<file path="src/rtl/mips_core_pkg.sv">
// Shared core-wide sizing constants and the reorder-buffer entry layout.
package mips_core_pkg;

  localparam int ROB_DEPTH          = 16;
  localparam int ROB_TAG_WIDTH      = $clog2(ROB_DEPTH);
  localparam int PHY_REG_ADDR_WIDTH = 6;
  localparam int DATA_WIDTH         = 32;

  typedef struct packed {
    logic                          valid;
    logic                          done;
    logic                          has_dest;
    logic [PHY_REG_ADDR_WIDTH-1:0] phy_dest;
    logic [DATA_WIDTH-1:0]         data;
  } rob_entry_t;

endpackage

</file>
<file path="src/rtl/reorder_buffer.sv">
// In-order retirement buffer: entries allocate at tail, complete out of order,
// and retire one per cycle from head with a registered register-file write.
module reorder_buffer #(
  parameter int ROB_DEPTH          = mips_core_pkg::ROB_DEPTH,
  parameter int PHY_REG_ADDR_WIDTH = mips_core_pkg::PHY_REG_ADDR_WIDTH,
  parameter int DATA_WIDTH         = mips_core_pkg::DATA_WIDTH,
  localparam int TAG_W             = $clog2(ROB_DEPTH)
) (
  input  logic                          clk,
  input  logic                          rst,
  input  logic                          alloc_valid,
  output logic                          alloc_ready,
  input  logic                          alloc_has_dest,
  input  logic [PHY_REG_ADDR_WIDTH-1:0] alloc_phy_dest,
  output logic [TAG_W-1:0]              alloc_tag,
  input  logic                          cmpl_valid,
  input  logic [TAG_W-1:0]              cmpl_tag,
  input  logic [DATA_WIDTH-1:0]         cmpl_data,
  input  logic                          flush,
  output logic                          reg_wr_en,
  output logic [PHY_REG_ADDR_WIDTH-1:0] reg_wr_addr,
  output logic [DATA_WIDTH-1:0]         reg_wr_data,
  output logic                          commit_valid,
  output logic [TAG_W-1:0]              commit_tag,
  output logic [TAG_W:0]                count
);

  localparam logic [TAG_W:0] FULL_CNT = (TAG_W+1)'(ROB_DEPTH);

  logic [ROB_DEPTH-1:0]          valid_q;
  logic [ROB_DEPTH-1:0]          done_q;
  logic [ROB_DEPTH-1:0]          has_dest_q;
  logic [PHY_REG_ADDR_WIDTH-1:0] phy_dest_q [ROB_DEPTH];
  logic [DATA_WIDTH-1:0]         data_q     [ROB_DEPTH];

  logic [TAG_W-1:0]              head_q, tail_q;
  logic [TAG_W:0]                count_q;

  logic                          commit_valid_q;
  logic [TAG_W-1:0]              commit_tag_q;
  logic                          reg_wr_en_q;
  logic [PHY_REG_ADDR_WIDTH-1:0] reg_wr_addr_q;
  logic [DATA_WIDTH-1:0]         reg_wr_data_q;

  logic alloc_fire;
  logic commit_fire;
  logic cmpl_fire;

  // Readiness uses registered occupancy only; a retiring entry frees a slot next cycle.
  assign alloc_ready = (count_q < FULL_CNT);
  assign alloc_fire  = alloc_valid && alloc_ready;
  assign commit_fire = valid_q[head_q] && done_q[head_q];
  assign cmpl_fire   = cmpl_valid && valid_q[cmpl_tag];

  assign alloc_tag    = tail_q;
  assign count        = count_q;
  assign commit_valid = commit_valid_q;
  assign commit_tag   = commit_tag_q;
  assign reg_wr_en    = reg_wr_en_q;
  assign reg_wr_addr  = reg_wr_addr_q;
  assign reg_wr_data  = reg_wr_data_q;

  always_ff @(posedge clk) begin
    if (rst || flush) begin
      valid_q        <= '0;
      done_q         <= '0;
      head_q         <= '0;
      tail_q         <= '0;
      count_q        <= '0;
      commit_valid_q <= 1'b0;
      commit_tag_q   <= '0;
      reg_wr_en_q    <= 1'b0;
      reg_wr_addr_q  <= '0;
      reg_wr_data_q  <= '0;
    end else begin
      commit_valid_q <= 1'b0;
      commit_tag_q   <= '0;
      reg_wr_en_q    <= 1'b0;
      reg_wr_addr_q  <= '0;
      reg_wr_data_q  <= '0;

      if (commit_fire) begin
        valid_q[head_q] <= 1'b0;
        head_q          <= head_q + 1'b1;
        commit_valid_q  <= 1'b1;
        commit_tag_q    <= head_q;
        reg_wr_en_q     <= has_dest_q[head_q];
        reg_wr_addr_q   <= phy_dest_q[head_q];
        reg_wr_data_q   <= data_q[head_q];
      end

      if (cmpl_fire) begin
        done_q[cmpl_tag] <= 1'b1;
      end

      // The tail slot is never valid when allocation fires, so it cannot
      // collide with the commit or completion updates above.
      if (alloc_fire) begin
        valid_q[tail_q] <= 1'b1;
        done_q[tail_q]  <= 1'b0;
        tail_q          <= tail_q + 1'b1;
      end

      case ({alloc_fire, commit_fire})
        2'b10:   count_q <= count_q + 1'b1;
        2'b01:   count_q <= count_q - 1'b1;
        default: count_q <= count_q;
      endcase
    end
  end

  // Payload storage is unreset; stale contents are masked by the valid bits.
  always_ff @(posedge clk) begin
    if (alloc_fire) begin
      has_dest_q[tail_q] <= alloc_has_dest;
      phy_dest_q[tail_q] <= alloc_phy_dest;
    end
    if (cmpl_fire) begin
      data_q[cmpl_tag] <= cmpl_data;
    end
  end

endmodule

</file>
<file path="config.mk">
export PLATFORM = sky130hd
export DESIGN_NAME = reorder_buffer
export DESIGN_NICKNAME = d
export VERILOG_FILES = /design/src/rtl/mips_core_pkg.sv /design/src/rtl/reorder_buffer.sv
export SDC_FILE = /design/constraint.sdc
export NUM_CORES = 1
export LEC_CHECK = 0
export BUFFER_PORTS_ARGS = -buffer_cell sky130_fd_sc_hd__buf_2
export CORE_MARGIN = 4
export CORE_UTILIZATION = 50
export DETAILED_ROUTE_END_ITERATION = 8
export PLACE_DENSITY = 0.69
export SLEW_MARGIN = 40
export SYNTH_ARGS = -nofsm -noshare
export SYNTH_HDL_FRONTEND = slang
export SYNTH_SLANG_ARGS = --single-unit
export TNS_END_PERCENT = 10
</file>
<file path="constraint.sdc">
create_clock -name clk -period 3.2 [get_ports clk]
set_input_delay 0.64 -clock clk [delete_from_list [all_inputs] [get_ports clk]]
set_output_delay 0.64 -clock clk [all_outputs]
set_load 0.02 [all_outputs]
</file>
# ---- Yosys cells after proc, flatten, opt, wreduce, memory -nomap -nowiden
# Memory sizes are Yosys's and may differ from the RTL's. A register that Yosys moved wholly into a read port is not among the register bits.
# Index checks and enable logic that the tools add are counted.
dict set report op_classes {
  addsub 4
  n_reduce_logical 9
  order_cmp 7
  eq_ne 2
  shift 0
  n_bitwise 7
  multipliers 0
  div 0
  n_mux 27
}
# op count
set ops {}
lappend ops {{2-to-1 mux 16 bit} 6}
lappend ops {{AND 16 bit} 2}
lappend ops {{NOT 16 bit} 2}
lappend ops {{OR 16 bit} 2}
lappend ops {{binary-select mux 1 bit (select 4 bit)} 4}
lappend ops {{bitwise mux 16 bit} 1}
lappend ops {{less-than comparator 4 x 5 -> 1 bit (second input constant)} 3}
lappend ops {{demux 1 bit (select 4 bit)} 3}
lappend ops {{>= comparator 4 x 1 -> 1 bit (second input constant)} 3}
lappend ops {{2-to-1 mux 1 bit} 12}
lappend ops {{case mux 5 bit (2 select lines)} 1}
lappend ops {{adder 4 x 1 -> 4 bit (second input constant)} 2}
lappend ops {{logical AND 1 bit} 6}
lappend ops {{adder 5 x 1 -> 5 bit (second input constant)} 1}
lappend ops {{less-than comparator 5 bit (second input constant)} 1}
lappend ops {{subtractor 5 x 1 -> 5 bit (second input constant)} 1}
lappend ops {{equality test 2 x 1 -> 1 bit (second input constant)} 1}
lappend ops {{equality test 2 bit (second input constant)} 1}
lappend ops {{nonzero test 2 bit} 1}
lappend ops {{OR reduction 2 bit} 1}
lappend ops {{logical OR 1 bit} 1}
lappend ops {{NOT 1 bit} 1}
dict set report totals {
  output_inout_bits 54
  mem_bits_ro 0
  regBits 67
  ram_bits 608
  elab_cells 67
  latch_bits 0
  n_memories 2
  input_bits 48
}
# name depth width read_ports rd_ports_with_merged_regs wr line
set memory_table {}
lappend memory_table {data_q 16 32 1 1 1 reorder_buffer.sv:34} ;# logic [DATA_WIDTH-1:0] data_q [ROB_DEPTH];
lappend memory_table {phy_dest_q 16 6 1 1 1 reorder_buffer.sv:33} ;# logic [PHY_REG_ADDR_WIDTH-1:0] phy_dest_q [ROB_DEPTH];

# ---- Longest topological paths before layout
dict set report depth {
  ltp_word 10
  depth_mapped 15
  depth_no_buf 12
}

# ---- Worst setup path after synthesis
# OpenSTA, ideal clock, no wires.
dict set report synth_path {
  kind {reg-to-reg}
  from {register head_q[0]}
  to {register count_q[4], in the netlist count[4]}
  setup_ns 0.135
  arrival_ns 3.127
  setup_slack_ns -0.062
  path_stages_with_launch 16
  synth_period_minus_slack_ns 3.262
  t_required_ns 3.065
  path_buffers 3
  cell_sequence {dfxtp_1 > buf_6 > buf_12 > mux4_1 > nand2_1 > and4_1 > nor2_1 > ha_1 > buf_2 > xor2_1 > ha_1 > a21boi_0 > o221ai_1 > nor3b_1 > o311ai_0 > o41ai_1}
}
dict set report synth_via {
  elab_chain_cells 5
  elab_cells_between_ends 9
  classes_between {eq/ne: 2; mux: 5; reduce/logical: 2}
}
# item line
set synth_rtl {}
lappend synth_rtl {{from (decl)} reorder_buffer.sv:36} ;# logic [TAG_W-1:0] head_q, tail_q;
lappend synth_rtl {{from (signal assigned)} reorder_buffer.sv:84} ;# head_q <= head_q + 1'b1;
lappend synth_rtl {{binary-select mux 1 bit (select 4 bit)} reorder_buffer.sv:52} ;# assign commit_fire = valid_q[head_q] && done_q[head_q];
lappend synth_rtl {{2-to-1 mux 1 bit (not written as such)} reorder_buffer.sv:52}
lappend synth_rtl {{logical AND 1 bit *} reorder_buffer.sv:52}
lappend synth_rtl {{named net commit_fire} reorder_buffer.sv:46} ;# logic commit_fire;
lappend synth_rtl {{equality test 2 x 1 -> 1 bit or equality test 2 bit (tied branches)} reorder_buffer.sv:104} ;# case ({alloc_fire, commit_fire})
lappend synth_rtl {{case mux 5 bit (2 select lines) or nonzero test 2 bit (tied branches)} --}
lappend synth_rtl {{to (signal assigned)} reorder_buffer.sv:105} ;# 2'b10: count_q <= count_q + 1'b1;
lappend synth_rtl {{to (signal assigned)} reorder_buffer.sv:106} ;# 2'b01: count_q <= count_q - 1'b1;
lappend synth_rtl {{to (signal assigned)} reorder_buffer.sv:107} ;# default: count_q <= count_q;
lappend synth_rtl {{to (decl)} reorder_buffer.sv:37} ;# logic [TAG_W:0] count_q;
# Mark *: on every way through the listed nets, which the timed path passes. The rest lies on a longest branch. The select of a mux whose other input is x is not followed.
# A chain may end at the register's enable or synchronous reset.

# ---- Final worst setup path
# Same ends and word-level chain as after synthesis.

==> impl_metrics.env <==
export IMPL_final_common_cell="edfxtp_1"
export IMPL_synthCells=1240
export IMPL_crit_arrival_ps=3490
export IMPL_antenna_found_initial=7
export IMPL_core_area_um2=53800
export IMPL_cts_buffers=74
export IMPL_worst_r2r_path_depth=13
export IMPL_setup_viol=0
export IMPL_drt_initial_drc_count=1423
export IMPL_drt_first_pass_iters=5
export IMPL_grt_ovfl_total=0
export IMPL_cts_sinks=713
export IMPL_start_util_pct=50.5
export IMPL_cp_end_kind="flop"
export IMPL_yosys_cell_types_count=38
export IMPL_slew_viol_final=0
export IMPL_cp_max_fo=6
export IMPL_hpwlAfterDp_mm=32.1
export IMPL_path_class="flop to flop"
export IMPL_ir_drop_mv=0.398
export IMPL_die_h_um=241
export IMPL_design_die_area_um2=58200
export IMPL_power_density_nw_per_um2=593
export IMPL_crit_family="compound AO/OA/AOI/OAI gates"
export IMPL_worst_slack_ps=183
export IMPL_finalWeightedCongestion=0.815
export IMPL_cp_required_ps=3670
export IMPL_worstPathCellList="buf_12, mux4_2, nand2_1, and4_4, nor2_2, ha_1, xor2_1, ha_2, o21a_1, o221ai_2, a21boi_1, o311ai_1, o41ai_1"
export IMPL_holdCritPathClass="input pin to flop"
export IMPL_rows=85
export IMPL_fin_tns_setup_ps=0
export IMPL_slew_limit_headroom_pct=51.1
export IMPL_hold_slack_ps=384
export IMPL_crit_path_top_delay_cell="mux4_2"
export IMPL_ys_ff_latch=713
export IMPL_syn_to_final_growth_pct=14.9
export IMPL_r2r_end="count[4]$_SDFFE_PP0P_"
export IMPL_dr_total_vias=12941
export IMPL_hold_start="rst"
export IMPL_layout_min_cycle_time_ps=3020
export IMPL_hold_end="head_q[3]$_SDFFE_PP0N_"
export IMPL_synthesis_nets=1300
export IMPL_hold_violations=0
export IMPL_hold_buffers=0
export IMPL_tightest_slew_ps=734
export IMPL_final_cell_mix="624 x edfxtp_1, 173 x mux4_2, 101 x buf_2, 86 x dfxtp_1, 75 x clkbuf_16"
export IMPL_syn_avg_cell_area_um2=21.9
export IMPL_netlist_area_um2=27200
export IMPL_instances_no_fill=2165
export IMPL_io_buffers=101
export IMPL_fmax_mhz=332
export IMPL_grt_usage_pct=20.1
export IMPL_clock_skew_ps=17.1
export IMPL_ant_nets=0
export IMPL_cts_root_buf="clkbuf_16"
export IMPL_wl_per_cell_um=26.5
export IMPL_cap_violations=0
export IMPL_post_synth_top_area_cell="edfxtp_1"
export IMPL_drc=0
export IMPL_insertion_delay_ps=610
export IMPL_regToRegSetupSlack_ps=180
export IMPL_outcome="complete, no violations"
export IMPL_dp_cells=2021
export IMPL_fin_crit_sh_pct=94.3
export IMPL_pre_cts_ws_ps=-21.0
export IMPL_grt_max_degree=82
export IMPL_critPathLaunchType="flop"
export IMPL_hold_depth=3
export IMPL_leakage_nw=10.2
export IMPL_post_route_cells_drive_above_1_share_pct=30.9
export IMPL_synth_area_leaders="edfxtp_1 69%, mux4_2 14%, dfxtp_1 6.6%"
export IMPL_die_w_um=241
export IMPL_via_per_inst=5.98
export IMPL_synth_warnings=0
export IMPL_critPathBufInv=1
export IMPL_grt_pass1_vias=13089
export IMPL_rsz0062_at_grt="no"
export IMPL_htreeDepth=3
export IMPL_clk_pin_slew_ps=60
export IMPL_ios=102
export IMPL_synth_top_area_share_pct=68.9
export IMPL_cts_path_max_buffers=3
export IMPL_cts_tree="yes"
export IMPL_ys_seq_area_share_pct=75.5
export IMPL_r2r_start="head_q[0]$_SDFFE_PP0N_"
export IMPL_grt_pass1_wl_mm=85.3
export IMPL_drt_total_wl_mm=57.4
export IMPL_fin_nets=1464
export IMPL_max_stage_delay_ps=520
## synth_stat cells
| cell type | n |
|---|---|
| nand2_1 | 27 |
| mux4_1 | 36 |
| nand3_1 | 13 |
| nand4_1 | 5 |
| o221ai_1 | 1 |
| inv_1 | 28 |
| buf_12 | 5 |
| dfxtp_1 | 89 |
| edfxtp_1 | 624 |
| xnor2_1 | 1 |
| nor3b_1 | 2 |
| buf_1 | 12 |
| clkinv_1 | 1 |
| a21oi_1 | 24 |
| nand3_2 | 1 |
| or3_1 | 2 |
| nand3b_1 | 5 |
| a21boi_0 | 3 |
| nor2_1 | 35 |
| clkbuf_1 | 24 |
| xor2_1 | 5 |
| or3b_2 | 3 |
| buf_2 | 9 |
| or2_2 | 1 |
| mux2i_1 | 1 |
| buf_6 | 10 |
| and4_1 | 2 |
| mux4_2 | 170 |
| o211a_1 | 12 |
| o311ai_0 | 2 |
| o31ai_1 | 1 |
| and3_1 | 2 |
| ha_1 | 12 |
| o21a_1 | 1 |
| nor3_1 | 2 |
| o21ai_0 | 24 |
| nor2b_1 | 43 |
| o41ai_1 | 2 |
## flip-flops by register name (all words and copies together) (netlist names)
name and count:
valid_q 16, count 5, commit_tag 4, alloc_tag 4, reg_wr_data 32, has_dest_q 16
reg_wr_addr 6, phy_dest_q 96, reg_wr_en 1, data_q 512, commit_valid 1, head_q 4
done_q 16
## area by class of cell
type                    instances  area, µm²
inverters                      29        110
flip-flops and latches        713      20500
repair buffers                148       1100
fillers                      3842      22600
clock inverters                29        265
diodes                          4       10.0
multi-input cells             438       6300
well taps                     696        871
clock buffers                 108       2060
## through the flow
| stage | power (mW) | cell area (µm²) | util [%] |
|---|---|---|---|
| detailed placement | 10.5 | 28900 | 53.7 |
| global placement | 10.5 | 28900 | 53.6 |
| floorplan | 10.4 | 27200 | - |
| CTS | 18.7 | 31200 | 58.0 |
| global route | 19.1 | 31200 | 58.1 |
| finish | 18.5 | 31200 | 58.1 |
## worst register-to-register path, stage by stage, from the launching register on
cell,delay [ps]
dfxtp_4,400
buf_12,140
mux4_2,520
nand2_1,110
and4_4,240
nor2_2,60
ha_1,200
xor2_1,150
ha_2,190
o21a_1,170
o221ai_2,180
a21boi_1,110
o311ai_1,290
o41ai_1,110
## how the worst max path moves through the flow
stage                                      start                     end  slack, ps  cells after the start
after global routing      head_q[0]$_SDFFE_PP0N_   count[3]$_SDFFE_PP0P_          8                     12
final                     head_q[0]$_SDFFE_PP0N_   count[4]$_SDFFE_PP0P_        180                     13
after detailed placement  head_q[0]$_SDFFE_PP0N_   count[4]$_SDFFE_PP0P_        -20                     12
after floorplan                      cmpl_tag[0]  data_q[4][0]$_DFFE_PP_         20                      3
after CTS                 head_q[0]$_SDFFE_PP0N_   count[4]$_SDFFE_PP0P_         30                     13
after global placement    head_q[0]$_SDFFE_PP0N_   count[4]$_SDFFE_PP0P_         70                     12
## per-layer routing
layer | wire (µm) | vias to the layer above | part of all wire, % | GRT usage (%)
met4 | 1120 | 6 | 1.9 | 5.63
met3 | 4140 | 91 | 7.2 | 3.73
met2 | 28400 | 487 | 50 | 32.2
li1 | - | 5492 | - | -
met5 | 35 | - | 0.061 | 0
met1 | 23700 | 6865 | 41 | 29.0
## logic make-up (layout without fill, tap and decap cells)
kind of cell | Yosys count | in the layout | synth area share (%)
other | 0 | 4 | 0
xor gates and xnor gates | 6 | 6 | 0.193
DFF | 713 | 713 | 75.5
and+or+nand+nor | 143 | 143 | 2.74
AOI/OAI and AO/OA | 70 | 70 | 1.62
muxes | 207 | 207 | 17.6
buffers and inverters | 89 | 314 | 1.84
adders and majority gates | 12 | 12 | 0.552
## report_power, final
part / leakage (nW) / internal [mW] / total (mW) / switching, mW
Clock: 1.14 / 4.76 / 8.22 / 3.46
Sequential: 6.33 / 10.1 / 10.1 / 0.00575
Combinational: 2.70 / 0.0507 / 0.207 / 0.156
## what timing repair did
action | in CTS | in global routing
gates resized for setup | 0 | 10
setup buffers | 2 | 1
pin swaps | 0 | 2
endpoints found under the setup margin | 1 | 2
No activity file was read; power rests on OpenSTA's default activity.
